`src/rtl/hazard_forward_unit.sv`:
```
// Load-use hazard detection and EX operand forwarding for a 5-stage pipeline.
// A load in ID/EX whose destination is read by the IF/ID instruction stalls
// PC and IF/ID for LOAD_STALL cycles and injects bubbles into ID/EX.
// Operand selects for EX are precomputed one stage early and registered.
// Optional feature macro: WB_BYPASS_EN enables the MEM/WB bypass select (11).
module hazard_forward_unit #(
   parameter int unsigned ADDR_W     = 5,
   parameter int unsigned LOAD_STALL = 1
) (
   input  logic              clock_i,
   input  logic              reset_ni,
   input  logic [ADDR_W-1:0] id_rs_i,
   input  logic [ADDR_W-1:0] id_rt_i,
   input  logic              id_uses_rt_i,
   input  logic [ADDR_W-1:0] idex_rd_i,
   input  logic              idex_regwrite_i,
   input  logic              idex_memread_i,
   input  logic [ADDR_W-1:0] exmem_rd_i,
   input  logic              exmem_regwrite_i,
   input  logic [ADDR_W-1:0] memwb_rd_i,
   input  logic              memwb_regwrite_i,
   input  logic              flush_i,
   output logic [1:0]        fwd_a_o,
   output logic [1:0]        fwd_b_o,
   output logic              pc_write_o,
   output logic              ifid_write_o,
   output logic              idex_bubble_o,
   output logic              stall_busy_o
);

   typedef enum logic [0:0] {
      StRun,
      StStall
   } state_e;

   // Operand-select encodings for the EX-stage muxes.
   localparam logic [1:0] SelRegfile = 2'b00;
   localparam logic [1:0] SelExMem   = 2'b10;
   localparam logic [1:0] SelMemWb   = 2'b01;
`ifdef WB_BYPASS_EN
   localparam logic [1:0] SelWbByp   = 2'b11;
`endif

   // Extra stall cycles spent in StStall after the detecting cycle.
   localparam logic [1:0] StallInit = 2'(LOAD_STALL - 1);

   state_e     state_q, state_d;
   logic [1:0] cnt_q, cnt_d;
   logic [1:0] fwd_a_q, fwd_a_d;
   logic [1:0] fwd_b_q, fwd_b_d;

   logic hazard;
   logic stall;
   logic bubble;

`ifndef WB_BYPASS_EN
   // Without the bypass the register file resolves write-before-read itself.
   logic unused_memwb;
   assign unused_memwb = ^{memwb_rd_i, memwb_regwrite_i};
`endif

   // The ID/EX instruction reaches EX/MEM and the EX/MEM one reaches MEM/WB
   // by the time the IF/ID instruction is in EX, hence the stage naming.
   function automatic logic [1:0] fwd_sel(input logic [ADDR_W-1:0] src);
      logic [1:0] sel;
      sel = SelRegfile;
      if (idex_regwrite_i && !idex_memread_i && (idex_rd_i != '0) && (idex_rd_i == src)) begin
         sel = SelExMem;
      end else if (exmem_regwrite_i && (exmem_rd_i != '0) && (exmem_rd_i == src)) begin
         sel = SelMemWb;
      end
`ifdef WB_BYPASS_EN
      else if (memwb_regwrite_i && (memwb_rd_i != '0) && (memwb_rd_i == src)) begin
         sel = SelWbByp;
      end
`endif
      return sel;
   endfunction

   // Hazard detection and pipeline-control outputs.
   always_comb begin
      hazard = (state_q == StRun) && idex_memread_i && idex_regwrite_i &&
               (idex_rd_i != '0) &&
               ((idex_rd_i == id_rs_i) || (id_uses_rt_i && (idex_rd_i == id_rt_i)));
      stall  = !flush_i && (hazard || (state_q == StStall));
      bubble = stall || flush_i;
   end

   assign pc_write_o    = !stall;
   assign ifid_write_o  = !stall;
   assign idex_bubble_o = bubble;
   assign stall_busy_o  = (state_q == StStall);
   assign fwd_a_o       = fwd_a_q;
   assign fwd_b_o       = fwd_b_q;

   // Stall FSM next state; flush wins over both hazard and an ongoing stall.
   always_comb begin
      state_d = state_q;
      cnt_d   = cnt_q;
      if (flush_i) begin
         state_d = StRun;
         cnt_d   = '0;
      end else begin
         unique case (state_q)
            StRun: begin
               if (hazard && (LOAD_STALL > 1)) begin
                  state_d = StStall;
                  cnt_d   = StallInit;
               end
            end
            StStall: begin
               // cnt of 0 cannot occur here, but leave rather than wedge.
               if (cnt_q <= 2'd1) begin
                  state_d = StRun;
                  cnt_d   = '0;
               end else begin
                  cnt_d = cnt_q - 2'd1;
               end
            end
            default: begin
               state_d = StRun;
               cnt_d   = '0;
            end
         endcase
      end
   end

   // Forward selects for the instruction entering EX; a bubble reads regfile.
   always_comb begin
      fwd_a_d = SelRegfile;
      fwd_b_d = SelRegfile;
      if (!bubble) begin
         fwd_a_d = fwd_sel(id_rs_i);
         fwd_b_d = fwd_sel(id_rt_i);
      end
   end

   // State, counter and registered forward selects.
   always_ff @(posedge clock_i or negedge reset_ni) begin
      if (!reset_ni) begin
         state_q <= StRun;
         cnt_q   <= '0;
         fwd_a_q <= SelRegfile;
         fwd_b_q <= SelRegfile;
      end else begin
         state_q <= state_d;
         cnt_q   <= cnt_d;
         fwd_a_q <= fwd_a_d;
         fwd_b_q <= fwd_b_d;
      end
   end

endmodule

```
`config.mk`:
```
export PLATFORM = sky130hd
export DESIGN_NAME = hazard_forward_unit
export DESIGN_NICKNAME = d
export VERILOG_FILES = /design/src/rtl/hazard_forward_unit.sv
export SDC_FILE = /design/constraint.sdc
export NUM_CORES = 1
export LEC_CHECK = 0
export BUFFER_PORTS_ARGS = -buffer_cell sky130_fd_sc_hd__buf_4
export CAP_MARGIN = 30
export CORE_AREA = 8 8 45 47
export CTS_BUF_LIST = sky130_fd_sc_hd__clkbuf_8
export CTS_CLUSTER_DIAMETER = 80
export DETAILED_ROUTE_END_ITERATION = 8
export DIE_AREA = 0 0 53 55
export PLACE_DENSITY = 0.83
export SYNTH_ARGS = -nofsm -noshare
export SYNTH_HDL_FRONTEND = slang
export SYNTH_SLANG_ARGS = --single-unit
```
`constraint.sdc`:
```
create_clock -name clock_i -period 4.9 [get_ports clock_i]
set_clock_uncertainty 0.1 [all_clocks]
set_input_delay 0.98 -clock clock_i [delete_from_list [all_inputs] [get_ports clock_i]]
set_output_delay 0.98 -clock clock_i [all_outputs]
set_load 0.02 [all_outputs]
```
==> impl_metrics.ini, run 1 <==
[timing]
hold_viol_final = 0
setup_viol = 0
worst_pin_slew_ns = 0.294
slew_headroom_pct = 80.2
period_needed_ns = 3.39
rsz0062_at_grt = no
fmax_mhz = 295
fin_setup_tns_ns = 0
drv_slew = 0
finalHoldWorstSlack_ns = 0.448
fin_crit_sh_pct = 69.2

[die]
start_util_pct = 39.2
rows = 14
die_h_um = 55
placeableCoreArea_mm2 = 0.00138
ios = 41
die_w_um = 53
die-area_mm2 = 0.00292

[critical_path]
endpoint_kind = output pin
crit_type = input pin to output pin
arrival_ns = 2.31
path_cells = buf_4 -> or4_1 -> o21a_1 -> nand2_1 -> a21oi_1 -> o21bai_1 -> buf_4
critPathMaxFanout = 4
critical_path_required_ns = 3.82
slowest_stage = or4_1
cpMostUsedCell = buf_4
cp_slowest_stage_delay_ns = 0.52
startpoint_type = input pin
r2r_slack_ns = 3.35

[power_and_ir_drop]
p_int_mw = 0.138
p_leak_nw = 0.426
power_density_mw_per_mm2 = 213
ir_drop_v = 0.0000869
clock_power_share_pct = 42.8
switching_power_mw = 0.0445
pwr-share-seq_pct = 32.1
switching_share_pct = 24.5
comb_power_share_pct = 25.2
power_mw = 0.182

[finish]
area_growth_pct = 57.6
nFillCells = 122
stdcell_count = 115
mostFrequentLayoutCells = 34 x buf_4, 14 x xor2_1, 7 x dfrtp_1
antennaDiodeCount = 0
layout-drive-gt1-share_pct = 37.4
final_area_um2 = 856
fin_nets = 133
final_common_cell = buf_4

[logic_synthesis]
synth_compound_gate_area_share_pct = 9.91
synth_top_family_by_area = XOR/XNOR gates
synth_mux_area_share_pct = 0
synth-xor-area-share_pct = 32.3
ys_seq_elements = 7
synth_top_area_share_pct = 32.3
avgSynthCellArea_um2 = 8.76
syn-cell-area_um2 = 543
netlist_instances = 62
synth_warnings = 0
syn-num-nets = 95
netlist_top_cells_area = dfrtp_1 32%, xor2_1 23%, xnor2_1 9.7%, nand3_1 4.6%, nor2_1 4.1%
synth_fa_ha_area_share_pct = 0
yosys.area.top_type = dfrtp_1
synthSimpleGateAreaFrac_pct = 23.5
ys_types = 21
ys_seq_area_share_pct = 32.3

[flow_run]
cap_violations = 0

[detailed_routing]
wl_mm = 1.55
ant_nets = 0
drt_first_pass_iters = 2
vias_per_cell = 4.94
drc = 0
wl_per_cell_um = 13.5
drt_iter0_drc = 4
vias = 568

[cts]
cts_tree = yes
clkSinkCount = 7
ctsResizeCount = 0
cts_root_buf = clkbuf_8
clkTransAtPathRegs_ns = 0.04
htreeDepth = 1
postCtsSetupBuffers = 0
cts_buffer_depth = 2
worstSkewPairLatency_ns = 0.23
hold_buffers = 0
cts_buffers = 3

[placed_design]
dpl.hpwl_mm = 1.42
portBuffers = 34
place.gp.congestion = 0.783
place_inst = 111
placed_cell_area_um2 = 811

[global_route]
grt_max_degree = 8
antenna_found_initial = 0
grt_pass1_wl_mm = 2.65
grt_pass1_vias = 683
grt_overflow = 0
grt_use_total_pct = 11.7

[hold_path]
min_path_type = input pin to asynchronous set/reset pin

[run_status]
outcome = complete, no violations
==> worst paths after layout <==
kind | startpoint | end | cells past startpoint
worst min-delay path | reset_ni | stall_busy_o | 1
worst max register to register | stall_busy_o | fwd_a_o[0] | 5
worst min register to register | cnt_q[1] | cnt_q[0] | 2
worst max-delay path | idex_rd_i[1] | pc_write_o | 7
min in group clock_i | cnt_q[1] | cnt_q[0] | 2
max in group asynchronous | reset_ni | fwd_b_o[1] | 1
==> through the flow <==
step	setup WS [ns]	utilization (%)
after floorplan	1.41	-
after global placement	1.51	58.6
after detailed placement	1.52	58.6
after CTS	1.51	61.8
after global routing	1.40	61.8
final	1.51	61.8
==> synthesized netlist by cell type <==
library cell and instances:
o21bai_1 1, dfrtp_1 7, inv_1 1, nand2_1 2
xor2_1 14, o22ai_1 1, o211ai_1 1, xnor2_1 6
nor3b_1 1, a21oi_1 4, nand3_1 5, o21ai_0 1
nand2b_1 1, or4_1 2, buf_4 1, nor2b_1 2
o21a_1 1, and3b_1 1, nor3_1 2, nor2_1 6
nor4_1 2
==> critical path: cells and delay by family <==
kind / cells / cell delay [ns]
AOI/OAI and AO/OA: 3 / 0.43
buffers and inverters: 2 / 0.29
and+or+nand+nor: 2 / 0.60
==> per-layer routing <==
metal | vias up | track usage (%) | wire (um)
li1 | 286 | - | -
met1 | 253 | 11.4 | 580
met2 | 27 | 22.1 | 790
met3 | 2 | 4.55 | 168
met4 | 0 | 3.88 | 14
met5 | - | 0 | 0
==> flip-flops by register name, indices dropped and copies added, names as in the netlist <==
name          flops
cnt_q             2
stall_busy_o      1
fwd_a_o           2
fwd_b_o           2
==> layout make-up <==
type	count	area, um^2	area share, %
Clock buffer	3	41.3	4.82
Timing Repair Buffer	34	255	29.8
Sequential cell	7	175	20.5
Multi-Input combinational cell	53	357	41.7
Inverter	1	3.75	0.439
Tap cell	16	20.0	2.34
Clock inverter	1	3.75	0.439
==> power groups by stage <==
| stage | clock (mW) | sequential, mW | combinational, mW |
|---|---|---|---|
| finish | 0.0779 | 0.0584 | 0.0458 |
| global route | 0.0824 | 0.0584 | 0.0509 |
| CTS | 0.0792 | 0.0584 | 0.0464 |
| detailed placement | 0 | 0.0592 | 0.0463 |
| global placement | 0 | 0.0591 | 0.0450 |
| floorplan | 0 | 0.0595 | 0.0184 |
==> logic make-up (layout without fill, tap and decap cells) <==
family | count (synthesis) | count (layout)
simple gates | 24 | 24
xor+xnor | 20 | 20
compound gates | 9 | 9
flops | 7 | 7
buf+inv | 2 | 39
(Power assumes the default switching activity.)
==> run 2: changes to the inputs <==
--- a/config.mk
+++ b/config.mk
@@ -5,14 +5,15 @@
 export SDC_FILE = /design/constraint.sdc
 export NUM_CORES = 1
 export LEC_CHECK = 0
+export ABC_AREA = 1
 export BUFFER_PORTS_ARGS = -buffer_cell sky130_fd_sc_hd__buf_4
 export CAP_MARGIN = 30
-export CORE_AREA = 8 8 45 47
+export CORE_MARGIN = 8
+export CORE_UTILIZATION = 38
 export CTS_BUF_LIST = sky130_fd_sc_hd__clkbuf_8
 export CTS_CLUSTER_DIAMETER = 80
 export DETAILED_ROUTE_END_ITERATION = 8
-export DIE_AREA = 0 0 53 55
-export PLACE_DENSITY = 0.83
+export PLACE_DENSITY = 0.78
 export SYNTH_ARGS = -nofsm -noshare
 export SYNTH_HDL_FRONTEND = slang
 export SYNTH_SLANG_ARGS = --single-unit
==> constraint.sdc (replaced) <==
create_clock -name clock_i -period 2.91 [get_ports clock_i]
set_clock_uncertainty 0.1 [all_clocks]
set_input_delay 0.582 -clock clock_i [delete_from_list [all_inputs] [get_ports clock_i]]
set_output_delay 0.582 -clock clock_i [all_outputs]
set_load 0.02 [all_outputs]
==> run 2 against run 1 <==
  * Area after synthesis is 15% higher
  * Sequential power is 68% higher
  * Count of clock-buffer cells in the layout stayed put
  * Cell count is 28% higher
  * First-iteration DRC count grew to 2.8 times the previous value
  * Sequential share of layout area is 1.8 points lower
  * Global-route usage is 0.15 points lower
  * Via count is 23% higher
  * Core utilization is 0.43 points lower
  * Wire length is 15% higher
  * Synthesized cell count is 52% higher
==> impl_metrics.ini, run 2 <==
[timing]
setup_viol = 0
fin_setup_tns_ns = 0
slew_headroom_pct = 83.2
period_needed_ns = 2.26
fmax_mhz = 443
drv_slew = 0
worst_slack_ns = 0.653
fin_crit_sh_pct = 77.6
hold_viol_final = 0
worst_pin_slew_ns = 0.251
finalHoldWorstSlack_ns = 0.0611
rsz0062_at_grt = no

[die]
start_util_pct = 40.9
ios = 41
rows = 14
die_w_um = 56.5
die-area_mm2 = 0.00319
placeableCoreArea_mm2 = 0.00152
die_h_um = 56.5

[logic_synthesis]
ys_seq_area_share_pct = 28.1
synth_warnings = 0
ys_seq_elements = 7
netlist_top_cells_area = dfrtp_1 28%, nand2_1 15%, xnor2_1 11%, nor2_1 9.6%, inv_1 9.0%
ys_types = 19
avgSynthCellArea_um2 = 6.63
syn-num-nets = 127
synth_edf_count = 0
synth_top_area_share_pct = 28.1
netlist_instances = 94
synth_common_cells = 25 x nand2_1, 16 x nor2_1, 15 x inv_1
async_reset_ff_share_pct = 100
yosys.area.top_type = dfrtp_1
yosysMostFrequentCell = nand2_1
syn-cell-area_um2 = 623
synthFlopType = dfrtp_1

[global_route]
grt_busiest_layer = met2
grt_use_met2_pct = 20.8
grt_max_degree = 8
grt_pass1_wl_mm = 3.04
gr-usage-met3_pct = 4.04
grt_use_total_pct = 11.6
antenna_found_initial = 0
grt_overflow = 0
met1_usage_pct = 11.1
grt_pass1_vias = 727

[detailed_routing]
wl_per_cell_um = 12.1
vias_per_cell = 4.73
drt_iter0_drc = 11
ant_nets = 0
vias = 696
drt_first_pass_iters = 4
wl_mm = 1.79
drc = 0

[finish]
area_growth_pct = 50.2
stdcell_count = 147
fin_nets = 165
mostFrequentLayoutCells = 34 x buf_4, 25 x nand2_1, 16 x inv_1, 16 x nor2_1, 8 x xnor2_1
final_util_pct = 61.4
final_area_um2 = 936
multi_input_area_um2 = 384
antennaDiodeCount = 0
final_common_cell = buf_4
register_area_um2 = 175
layout-drive-gt1-share_pct = 32.1
nFillCells = 153

[cts]
htreeDepth = 1
postCtsSetupBuffers = 0
ctsResizeCount = 0
cts_tree = yes
clkTransAtPathRegs_ns = 0.04
clkSinkCount = 7
worstSkewPairLatency_ns = 0.22
cts_buffer_depth = 2
cts_buffers = 3
cts_root_buf = clkbuf_8
hold_buffers = 0

[power_and_ir_drop]
p_int_mw = 0.234
comb_power_share_pct = 27.5
power_mw = 0.317
pwr-share-seq_pct = 31.0
power_density_mw_per_mm2 = 339
p_leak_nw = 0.535
ir_drop_v = 0.000145
clock_power_share_pct = 41.5
switching_power_mw = 0.0830
switching_share_pct = 26.1

[critical_path]
critPathMaxFanout = 4
arrival_ns = 1.58
critical_path_required_ns = 2.23
endpoint_kind = output pin
r2r_slack_ns = 1.93
reg2reg_to = cnt_q[0]
r2r-start = stall_busy_o
crit_type = input pin to output pin
r2r_cells = 3
startpoint_type = input pin

[placed_design]
dpl.hpwl_mm = 1.57
placed_cell_area_um2 = 891
portBuffers = 34
place_inst = 143
pre_cts_ws_ns = 0.673
place.gp.congestion = 0.754

[flow_run]
cap_violations = 0

[run_status]
outcome = complete, no violations

[hold_path]
min_path_type = input pin to asynchronous set/reset pin
## run 2: power groups by stage
stage / combinational, mW / clock (mW) / sequential (mW)
floorplan: 0.0395 / 0 / 0.100
global route: 0.0967 / 0.142 / 0.0983
finish: 0.0872 / 0.132 / 0.0984
detailed placement: 0.0870 / 0 / 0.0996
CTS: 0.0873 / 0.136 / 0.0983
global placement: 0.0847 / 0 / 0.0996
## run 2: worst max-delay path: stages
cell and delay (ns):
buf_4 0.13, nor3_1 0.23, nand3_1 0.14, nand3_1 0.09
inv_1 0.05, nand2_2 0.09, nand2_1 0.06, nand2_1 0.07
buf_4 0.14
## run 2: logic make-up (layout without fill, tap and decap cells)
group	Yosys count	count (layout)	synth area share (%)
AOI/OAI and AO/OA	4	4	4.22
xor gates and xnor gates	14	14	19.7
buffers and inverters	16	53	10.2
DFF	7	7	28.1
and+or+nand+nor	53	53	37.8
## run 2: worst max-delay path by stage
stage / start / end / slack (ns) / cells after the start
global placement: idex_rd_i[2] / pc_write_o / 0.67 / 9
floorplan: idex_rd_i[2] / pc_write_o / 0.78 / 8
CTS: idex_rd_i[2] / ifid_write_o / 0.67 / 9
finish: idex_rd_i[2] / ifid_write_o / 0.65 / 9
detailed placement: idex_rd_i[2] / ifid_write_o / 0.67 / 9
global route: idex_rd_i[0] / pc_write_o / 0.54 / 11
## run 2: layer usage
layer | part of all wire [%] | vias to the layer above
li1 | - | 356
met4 | 0.78 | 0
met3 | 6.8 | 2
met2 | 53 | 25
met5 | 0 | -
met1 | 39 | 313
## run 2: area by class of cell
type	instances	share of cell area [%]
clock inverter	1	0.401
multi-input combinational	71	41.0
inverter	15	6.02
timing repair buffer	34	27.3
sequential	7	18.7
tap	16	2.14
clock buffer	3	4.41
